`src/rtl/hdma_xfer.sv`:
```
// hdma_xfer
//   Responder-side byte mover for the GBC HDMA/GDMA controller. Every new
//   source/target address pair presented with the read strobe high is
//   turned into one memory-bus read followed by one VRAM write into the
//   VRAM bank selected at request time. One request can be queued while a
//   byte is in flight; a request that finds the queue full is dropped and
//   flagged on the sticky overflow output. Also produces the CPU stall.
//
// Parameters
//   READ_LAT          memory read latency in clocks (1..3); mem_din is valid
//                     on the last cycle of mem_rd
// Ports
//   clk               8 MHz cpu clock
//   reset             asynchronous active-high reset
//   hdma_rd           controller read strobe; requests valid only while high
//   hdma_active       controller DMA in progress
//   hdma_source_addr  byte source address
//   hdma_target_addr  byte target address (8000-9FFF)
//   vram_bank_sel     VBK bit 0, sampled with each request
//   mem_din           memory bus read data
//   mem_rd            memory read strobe
//   mem_addr          memory read address (holds when idle)
//   vram_we           one-cycle VRAM write strobe
//   vram_addr         target_addr[12:0] of the current write (holds when idle)
//   vram_bank         bank of the current write (holds when idle)
//   vram_dout         write data (holds when idle)
//   cpu_stall         hold the CPU
//   overflow          sticky; a request was lost, cleared by a rising
//                     edge of hdma_active

module hdma_xfer #(
    parameter int READ_LAT = 1
) (
    input  logic        clk,
    input  logic        reset,
    input  logic        hdma_rd,
    input  logic        hdma_active,
    input  logic [15:0] hdma_source_addr,
    input  logic [15:0] hdma_target_addr,
    input  logic        vram_bank_sel,
    input  logic [7:0]  mem_din,
    output logic        mem_rd,
    output logic [15:0] mem_addr,
    output logic        vram_we,
    output logic [12:0] vram_addr,
    output logic        vram_bank,
    output logic [7:0]  vram_dout,
    output logic        cpu_stall,
    output logic        overflow
);

    typedef enum logic [1:0] {
        S_IDLE,
        S_RD,
        S_WR
    } state_t;

    // Value of the read-cycle counter on the edge that samples mem_din.
    localparam logic [1:0] RD_LAST = 2'(READ_LAT - 1);

    state_t      state_q;
    logic        rd_q;
    logic [15:0] src_q;
    logic        act_q;
    logic [1:0]  cnt_q;
    logic [12:0] cur_dst_q;
    logic        cur_bank_q;

    logic        pend_v_q;
    logic [15:0] pend_src_q;
    logic [12:0] pend_dst_q;
    logic        pend_bank_q;

    logic        mem_rd_q;
    logic [15:0] mem_addr_q;
    logic        vram_we_q;
    logic [12:0] vram_addr_q;
    logic        vram_bank_q;
    logic [7:0]  vram_dout_q;
    logic        ovf_q;

    logic        req;
    logic        req_acc;
    logic        req_to_pend;
    logic        req_drop;
    logic        launch_go;
    logic [15:0] launch_src;
    logic [12:0] launch_dst;
    logic        launch_bank;

    // Only the VRAM offset of the target address is used.
    logic        unused_tgt_hi;
    assign unused_tgt_hi = ^hdma_target_addr[15:13];

    // VRAM (8000-9FFF) and echo/OAM/IO/HRAM (E000-FFFF) are not DMA sources;
    // such bytes are written as FF without touching the memory bus.
    function automatic logic src_invalid(input logic [15:0] a);
        return (a[15:13] == 3'b100) || (a[15:13] == 3'b111);
    endfunction

    // A request is a rising read strobe or a source change while it is high.
    assign req     = hdma_rd & (~rd_q | (hdma_source_addr != src_q));
    assign req_acc = req & hdma_active;

    // Queue a request only while a read is in flight; any request that
    // meets a full slot (including the one being drained by WR) is lost.
    assign req_to_pend = req_acc && (state_q == S_RD) && !pend_v_q;
    assign req_drop    = req_acc && (state_q != S_IDLE) && pend_v_q;

    // Selects what, if anything, starts on this edge. A request arriving in
    // WR with an empty slot starts directly, which is equivalent to queueing
    // it and draining it on the same edge.
    always_comb begin
        launch_go   = 1'b0;
        launch_src  = hdma_source_addr;
        launch_dst  = hdma_target_addr[12:0];
        launch_bank = vram_bank_sel;
        case (state_q)
            S_IDLE: launch_go = req_acc;
            S_WR: begin
                if (pend_v_q && hdma_active) begin
                    launch_go   = 1'b1;
                    launch_src  = pend_src_q;
                    launch_dst  = pend_dst_q;
                    launch_bank = pend_bank_q;
                end else begin
                    launch_go = req_acc;
                end
            end
            default: launch_go = 1'b0;
        endcase
    end

    always_ff @(posedge clk or posedge reset) begin
        if (reset) begin
            state_q     <= S_IDLE;
            rd_q        <= 1'b0;
            src_q       <= '0;
            act_q       <= 1'b0;
            cnt_q       <= '0;
            cur_dst_q   <= '0;
            cur_bank_q  <= 1'b0;
            pend_v_q    <= 1'b0;
            pend_src_q  <= '0;
            pend_dst_q  <= '0;
            pend_bank_q <= 1'b0;
            mem_rd_q    <= 1'b0;
            mem_addr_q  <= '0;
            vram_we_q   <= 1'b0;
            vram_addr_q <= '0;
            vram_bank_q <= 1'b0;
            vram_dout_q <= '0;
            ovf_q       <= 1'b0;
        end else begin
            rd_q      <= hdma_rd;
            src_q     <= hdma_source_addr;
            act_q     <= hdma_active;
            vram_we_q <= 1'b0;

            if (hdma_active && !act_q) begin
                ovf_q <= 1'b0;
            end
            if (req_drop) begin
                ovf_q <= 1'b1;
            end

            if (req_to_pend) begin
                pend_v_q    <= 1'b1;
                pend_src_q  <= hdma_source_addr;
                pend_dst_q  <= hdma_target_addr[12:0];
                pend_bank_q <= vram_bank_sel;
            end

            case (state_q)
                S_IDLE, S_WR: begin
                    // WR always empties the slot: either it is launched now
                    // or the DMA was aborted and the queued byte is dropped.
                    if (state_q == S_WR) begin
                        pend_v_q <= 1'b0;
                    end
                    if (launch_go) begin
                        cur_dst_q  <= launch_dst;
                        cur_bank_q <= launch_bank;
                        if (src_invalid(launch_src)) begin
                            state_q     <= S_WR;
                            vram_we_q   <= 1'b1;
                            vram_addr_q <= launch_dst;
                            vram_bank_q <= launch_bank;
                            vram_dout_q <= 8'hFF;
                        end else begin
                            state_q    <= S_RD;
                            mem_rd_q   <= 1'b1;
                            mem_addr_q <= launch_src;
                            cnt_q      <= '0;
                        end
                    end else begin
                        state_q <= S_IDLE;
                    end
                end
                S_RD: begin
                    if (cnt_q == RD_LAST) begin
                        state_q     <= S_WR;
                        mem_rd_q    <= 1'b0;
                        vram_we_q   <= 1'b1;
                        vram_addr_q <= cur_dst_q;
                        vram_bank_q <= cur_bank_q;
                        vram_dout_q <= mem_din;
                    end else begin
                        cnt_q <= cnt_q + 2'd1;
                    end
                end
                default: state_q <= S_IDLE;
            endcase
        end
    end

    assign mem_rd    = mem_rd_q;
    assign mem_addr  = mem_addr_q;
    assign vram_we   = vram_we_q;
    assign vram_addr = vram_addr_q;
    assign vram_bank = vram_bank_q;
    assign vram_dout = vram_dout_q;
    assign overflow  = ovf_q;
    assign cpu_stall = hdma_active | (state_q != S_IDLE);

endmodule

```
`config.mk`:
```
export PLATFORM = sky130hd
export DESIGN_NAME = hdma_xfer
export DESIGN_NICKNAME = d
export VERILOG_FILES = /design/src/rtl/hdma_xfer.sv
export SDC_FILE = /design/constraint.sdc
export NUM_CORES = 1
export LEC_CHECK = 0
export ABC_AREA = 1
export ABC_CLOCK_PERIOD_IN_PS = 7800
export BUFFER_PORTS_ARGS = -buffer_cell sky130_fd_sc_hd__buf_2
export CAP_MARGIN = 25
export CORE_AREA = 2 2 84 106
export DETAILED_ROUTE_END_ITERATION = 16
export DIE_AREA = 0 0 86 108
export PLACE_DENSITY = 0.93
export SYNTH_ARGS = -nofsm -noshare
export SYNTH_HDL_FRONTEND = slang
export SYNTH_SLANG_ARGS = --single-unit
```
`constraint.sdc`:
```
create_clock -name clk -period 7.8 [get_ports clk]
set_clock_uncertainty 0.1 [all_clocks]
set_input_delay 2.34 -clock clk [delete_from_list [all_inputs] [get_ports clk]]
set_output_delay 2.34 -clock clk [all_outputs]
set_load 0.005 [all_outputs]
```
* Yosys cells after proc, flatten, opt, wreduce, memory -nomap -nowiden
Cells that the tools add are included.
** Word-level totals
- Bits in registers :: 108
- Latch bits :: 0
- RAM bits :: 0
- Memory bits (read-only) :: 0
- Input port bits :: 45
- Logic and storage cells :: 96
- Memories :: 0
** Cells by class
- Add/sub/neg operators :: 1
- Multipliers :: 0
- Div/mod/pow operators :: 0
- $lt $le $gt $ge :: 0
- Eq/ne operators :: 10
- Shifts and indexed selects :: 0
- Multiplexer cells :: 41
- Bitwise gates (word level) :: 6
- Reduce and logical (&&, ||, !) cells :: 20
** Operator list (count)
- $mux 13 :: 5
- $mux 16 :: 2
- $pmux 13 s2 :: 1
- $mux 8 :: 3
- $mux 1 :: 17
- $ne 16x16->1 :: 1
- $pmux 8 s2 :: 1
- $mux 2 :: 6
- $reduce_and 4->1 :: 3
- $ne 2x2->1 const B :: 4
- $pmux 1 s2 :: 4
- $pmux 2 s2 :: 2
- $eq 3x3->1 const B :: 2
- $logic_and 1x1->1 :: 6
- $reduce_bool 2->1 :: 3
- $logic_not 2->1 :: 2
- $reduce_and 3->1 :: 1
- $add 2x1->2 const B :: 1
- $and 1x1->1 :: 2
- $eq 2x1->1 const B :: 1
- $eq 2x2->1 const B :: 1
- $logic_not 1->1 :: 2
- $ne 2x1->1 const B :: 1
- $not 1->1 :: 2
- other kinds (4) :: 5

* Depth between registers and ports, before layout
- Word-level depth :: 9
- Depth in mapped cells :: 13
- Mapped depth without buffers :: 12

* Least setup slack after synthesis
No wires, ideal clock.
- Path kind :: in2out
- From :: in hdma_active
- To :: out cpu_stall
- Data arrival time :: 2438 ps
- Slack :: 2922 ps
- Stages :: 2
- Cells stage by stage :: inv_1 -> nand2_1
** Between the ends
- Word-level cells in the longest chain between the ends :: 1
** Ends and longest elaborated chain
- start, declared :: line 37 : input logic hdma_active,
- $or 1x1->1 :: line 224 : assign cpu_stall = hdma_active | (state_q != S_IDLE);
- end, declared :: line 48 : output logic cpu_stall,
No other way between the ends.

* Worst setup path after layout
Same ends and word-level chain as after synthesis.

==> run_results.csv <==
group,metric,value,unit
yosys,synthCells,576,
global_route,grt_overflow,0,
yosys,synth.area.top_cells,"sky130_fd_sc_hd__dfrtp_1 (56%), sky130_fd_sc_hd__nand2_1 (16%), sky130_fd_sc_hd__o21ai_0 (10%)",
timing,final.period_utilization,66.0,%
setup_path,ff2ff_setup_slack,5000,ps
pwr,powerDensity,348,nW/um2
yosys,syn_avg_cell_area,8.38,um2
job,max-cap-violations,0,
cts,cts-root-to-sink-buffers,2,
worst_hold_path,timing.hold.worst_path_depth,2,
placement,io_buffer_count,83,
setup_path,critPathMaxStageDelay,130,ps
setup_path,endpoint,"cpu_stall",
drt,routed_via_density,5.37,
pwr,ir_worst_vdd,0.198,mV
timing,finalMaxSlewViolations,0,
timing,period_needed,5150,ps
yosys,synth_top_area_share,56.0,%
yosys,synth.yosys.seq_area_share,56.0,%
timing,achievable-frequency,194,MHz
layout,area_growth,13.5,%
drt,routed-via-count,4004,
timing,maxSlewHeadroom,46.6,%
die,area_of_the_die,9290,um2
drt,antenna_left,0,
cts,clock_sink_count,108,
yosys,netlist_area,4830,um2
cts,cts_inserted_buffers,9,
setup_path,crit_path_start_kind,"input port",
cts,cts-root-buf,"sky130_fd_sc_hd__clkbuf_8",
setup_path,cp.arrival,2710,ps
setup_path,worst_r2r_startpoint,"state_q[0]",
cts,clk_latency,370,ps
drt,drcViolationCount,0,
layout,fill_cell_instance_count_of_the_final_layout,662,
timing,tightestPinTransition,802,ps
drt,drt-wirelength-per-cell,13.3,um
pwr,post-layout-total-power,1.91,mW
yosys,synth.yosys.warnings,0,
setup_path,criticalPathCategory,"in -> out",
timing,worst_case_hold_slack,380,ps
timing,hold_viol,0,
die,initial_core_util,58.9,%
global_route,grt_antenna_before_repair,0,
placement,dp_hpwl,6760,um
setup_path,cp_cell_sequence,"buf_2, inv_1, nand2_1, buf_2",
yosys,ys_ff_latch,108,
placement,placed_cells_incl_taps,730,
die,die_x,86,um
setup_path,cp_data_required_time,5360,ps
setup_path,cp_capture_type,"output port",
setup_path,timing.critical_path.mode_cell,"sky130_fd_sc_hd__buf_2",
timing,finalSetupTns,0,ps
die,core,8190,um2
die,rows,37,
placement,gp_congestion,0.808,
global_route,grt_first_pass_wirelength,17100,um
yosys,synth_area_leader_cell,"sky130_fd_sc_hd__dfrtp_1",
cts,post_cts_repair_timing_setup_buffer_count,0,
layout,fin_cells,745,
global_route,grtUsageTotal,23.1,%
layout,insertedDiodeCount,0,
global_route,maximum_number_of_pins_on_one_net_before_global_route_repair,66,
outcome,outcome,"finished, final reports clean",
cts,cts.reportedPaths.clkPinSlew,90,ps
setup_path,ff2ff_path_depth,10,
layout,final_core_utilization,66.8,%
worst_hold_path,worstHoldStart,"vram_addr[0]",
die,design.portCount,87,
worst_hold_path,worstHoldPathType,"reg -> reg",
drt,first_pass_iters,5,
cts,cts_max_level,3,
setup_path,crit_path_top_delay_cell,"sky130_fd_sc_hd__buf_2",
global_route,grt_pass1_vias,3827,
drt,drt_iter0_drc,340,
cts,tritoncts,"yes",
timing,setup_viol,0,
setup_path,worst-path-max-fanout,5,
setup_path,critical_path.startpoint,"hdma_active",
drt,totalWireLength,9900,um
layout,drive_gt1_share,19.0,%
die,die_h,108,um
cts,cts_resized,0,
cts,cts-hold-fix-buffers,0,
timing,setup_repair_after_global_routing_missed_its_margin,"false",
setup_path,ff_to_ff_end,"mem_addr[5]",
layout,nNetsFinal,691,
yosys,yosys.cell_types.count,27,
pwr,power.leakage,2.98,nW
yosys,synth.net_count,622,
-- critical path, delay by kind of cell --
kind | cells | cell delay (ps)
buffers and inverters | 3 | 320
and+or+nand+nor | 1 | 50
-- area by class of cell --
cell class                 count  area [um2]  share of cell area [%]
timing repair buffer          89         468                    8.55
sequential                   108        2700                    49.4
inverter                      56         213                    3.88
tap                           97         121                    2.22
clock inverter                 4        73.8                    1.35
clock buffer                  10         138                    2.51
multi-input combinational    381        1760                    32.1
-- metal layers --
| metal | track usage [%] | routed length [um] | vias to the layer above |
|---|---|---|---|
| met2 | 40.3 | 4830 | 115 |
| li1 | - | - | 1968 |
| met1 | 27.9 | 4320 | 1904 |
| met3 | 4.05 | 532 | 17 |
| met4 | 10.2 | 209 | 0 |
| met5 | 0 | 0 | - |
-- state kept, by name, indices dropped and copies added, names as in the netlist, 2 cells and up --
| signal | flops |
|---|---|
| cnt_q | 2 |
| cur_dst_q | 13 |
| mem_addr | 16 |
| pend_dst_q | 13 |
| pend_src_q | 16 |
| src_q | 16 |
| state_q | 2 |
| vram_addr | 13 |
| vram_dout | 8 |
-- cells in the mapped netlist (all sizes together) --
cell    instances
dfrtp         108
a21boi          1
o21ai         105
a21oi           1
xnor2           5
or2            10
inv            56
nand3b          1
nor2           12
buf            13
nand2         208
o31ai           1
ha              1
clkbuf         18
nand4          25
nand3          11
-- how the worst min path moves through the flow --
stage          slack (ps)            to
3_5_place_dp          350  vram_addr[0]
3_3_place_gp          350  vram_dout[0]
4_1_cts               380  vram_addr[2]
6_report              380  vram_addr[0]
5_1_grt               400  vram_addr[1]
2_1_floorplan         350   pend_bank_q
-- through the flow --
step	area [um2]	setup slack, ps
final	5480	2650
after global routing	5480	2610
after CTS	5460	2650
after detailed placement	5250	2650
after global placement	5250	2650
after floorplan	4830	2510
-- layout by cell type, fill, tap and decap left out, types with 2 or more instances in the layout --
| master | Yosys | routed |
|---|---|---|
| sky130_fd_sc_hd__nand3_1 | 8 | 8 |
| sky130_fd_sc_hd__nand2_1 | 206 | 206 |
| sky130_fd_sc_hd__nor2_1 | 11 | 10 |
| sky130_fd_sc_hd__inv_2 | 2 | 2 |
| sky130_fd_sc_hd__buf_4 | 2 | 5 |
| sky130_fd_sc_hd__dfrtp_1 | 108 | 108 |
| sky130_fd_sc_hd__o21ai_0 | 100 | 100 |
| sky130_fd_sc_hd__nand2_2 | 2 | 2 |
| sky130_fd_sc_hd__nor2_2 | 1 | 2 |
| sky130_fd_sc_hd__bufinv_16 | 0 | 2 |
| sky130_fd_sc_hd__o21ai_1 | 5 | 5 |
| sky130_fd_sc_hd__nand3_2 | 2 | 2 |
| sky130_fd_sc_hd__clkbuf_8 | 0 | 10 |
| sky130_fd_sc_hd__xnor2_1 | 5 | 5 |
| sky130_fd_sc_hd__buf_2 | 8 | 83 |
| sky130_fd_sc_hd__inv_1 | 54 | 53 |
| sky130_fd_sc_hd__nand4_1 | 24 | 24 |
| sky130_fd_sc_hd__or2_2 | 8 | 8 |
-- power breakdown --
| group | leakage (nW) | total, mW | switching (mW) | internal (mW) |
|---|---|---|---|---|
| Combinational | 1.54 | 0.624 | 0.380 | 0.245 |
| Sequential | 1.33 | 0.915 | 0.125 | 0.790 |
| Clock | 0.109 | 0.366 | 0.179 | 0.187 |
| Total | 2.98 | 1.91 | 0.684 | 1.22 |
-- kinds of logic (layout without fill, tap and decap cells) --
logic type / Yosys count / after routing / share of synthesized area [%]
compound gates: 108 / 108 / 11.5
xor+xnor: 5 / 5 / 0.907
fa+ha+maj: 1 / 1 / 0.259
buf+inv: 87 / 159 / 7.60
flops: 108 / 108 / 56.0
simple gates: 267 / 267 / 23.7
(Power assumes the default switching activity.)
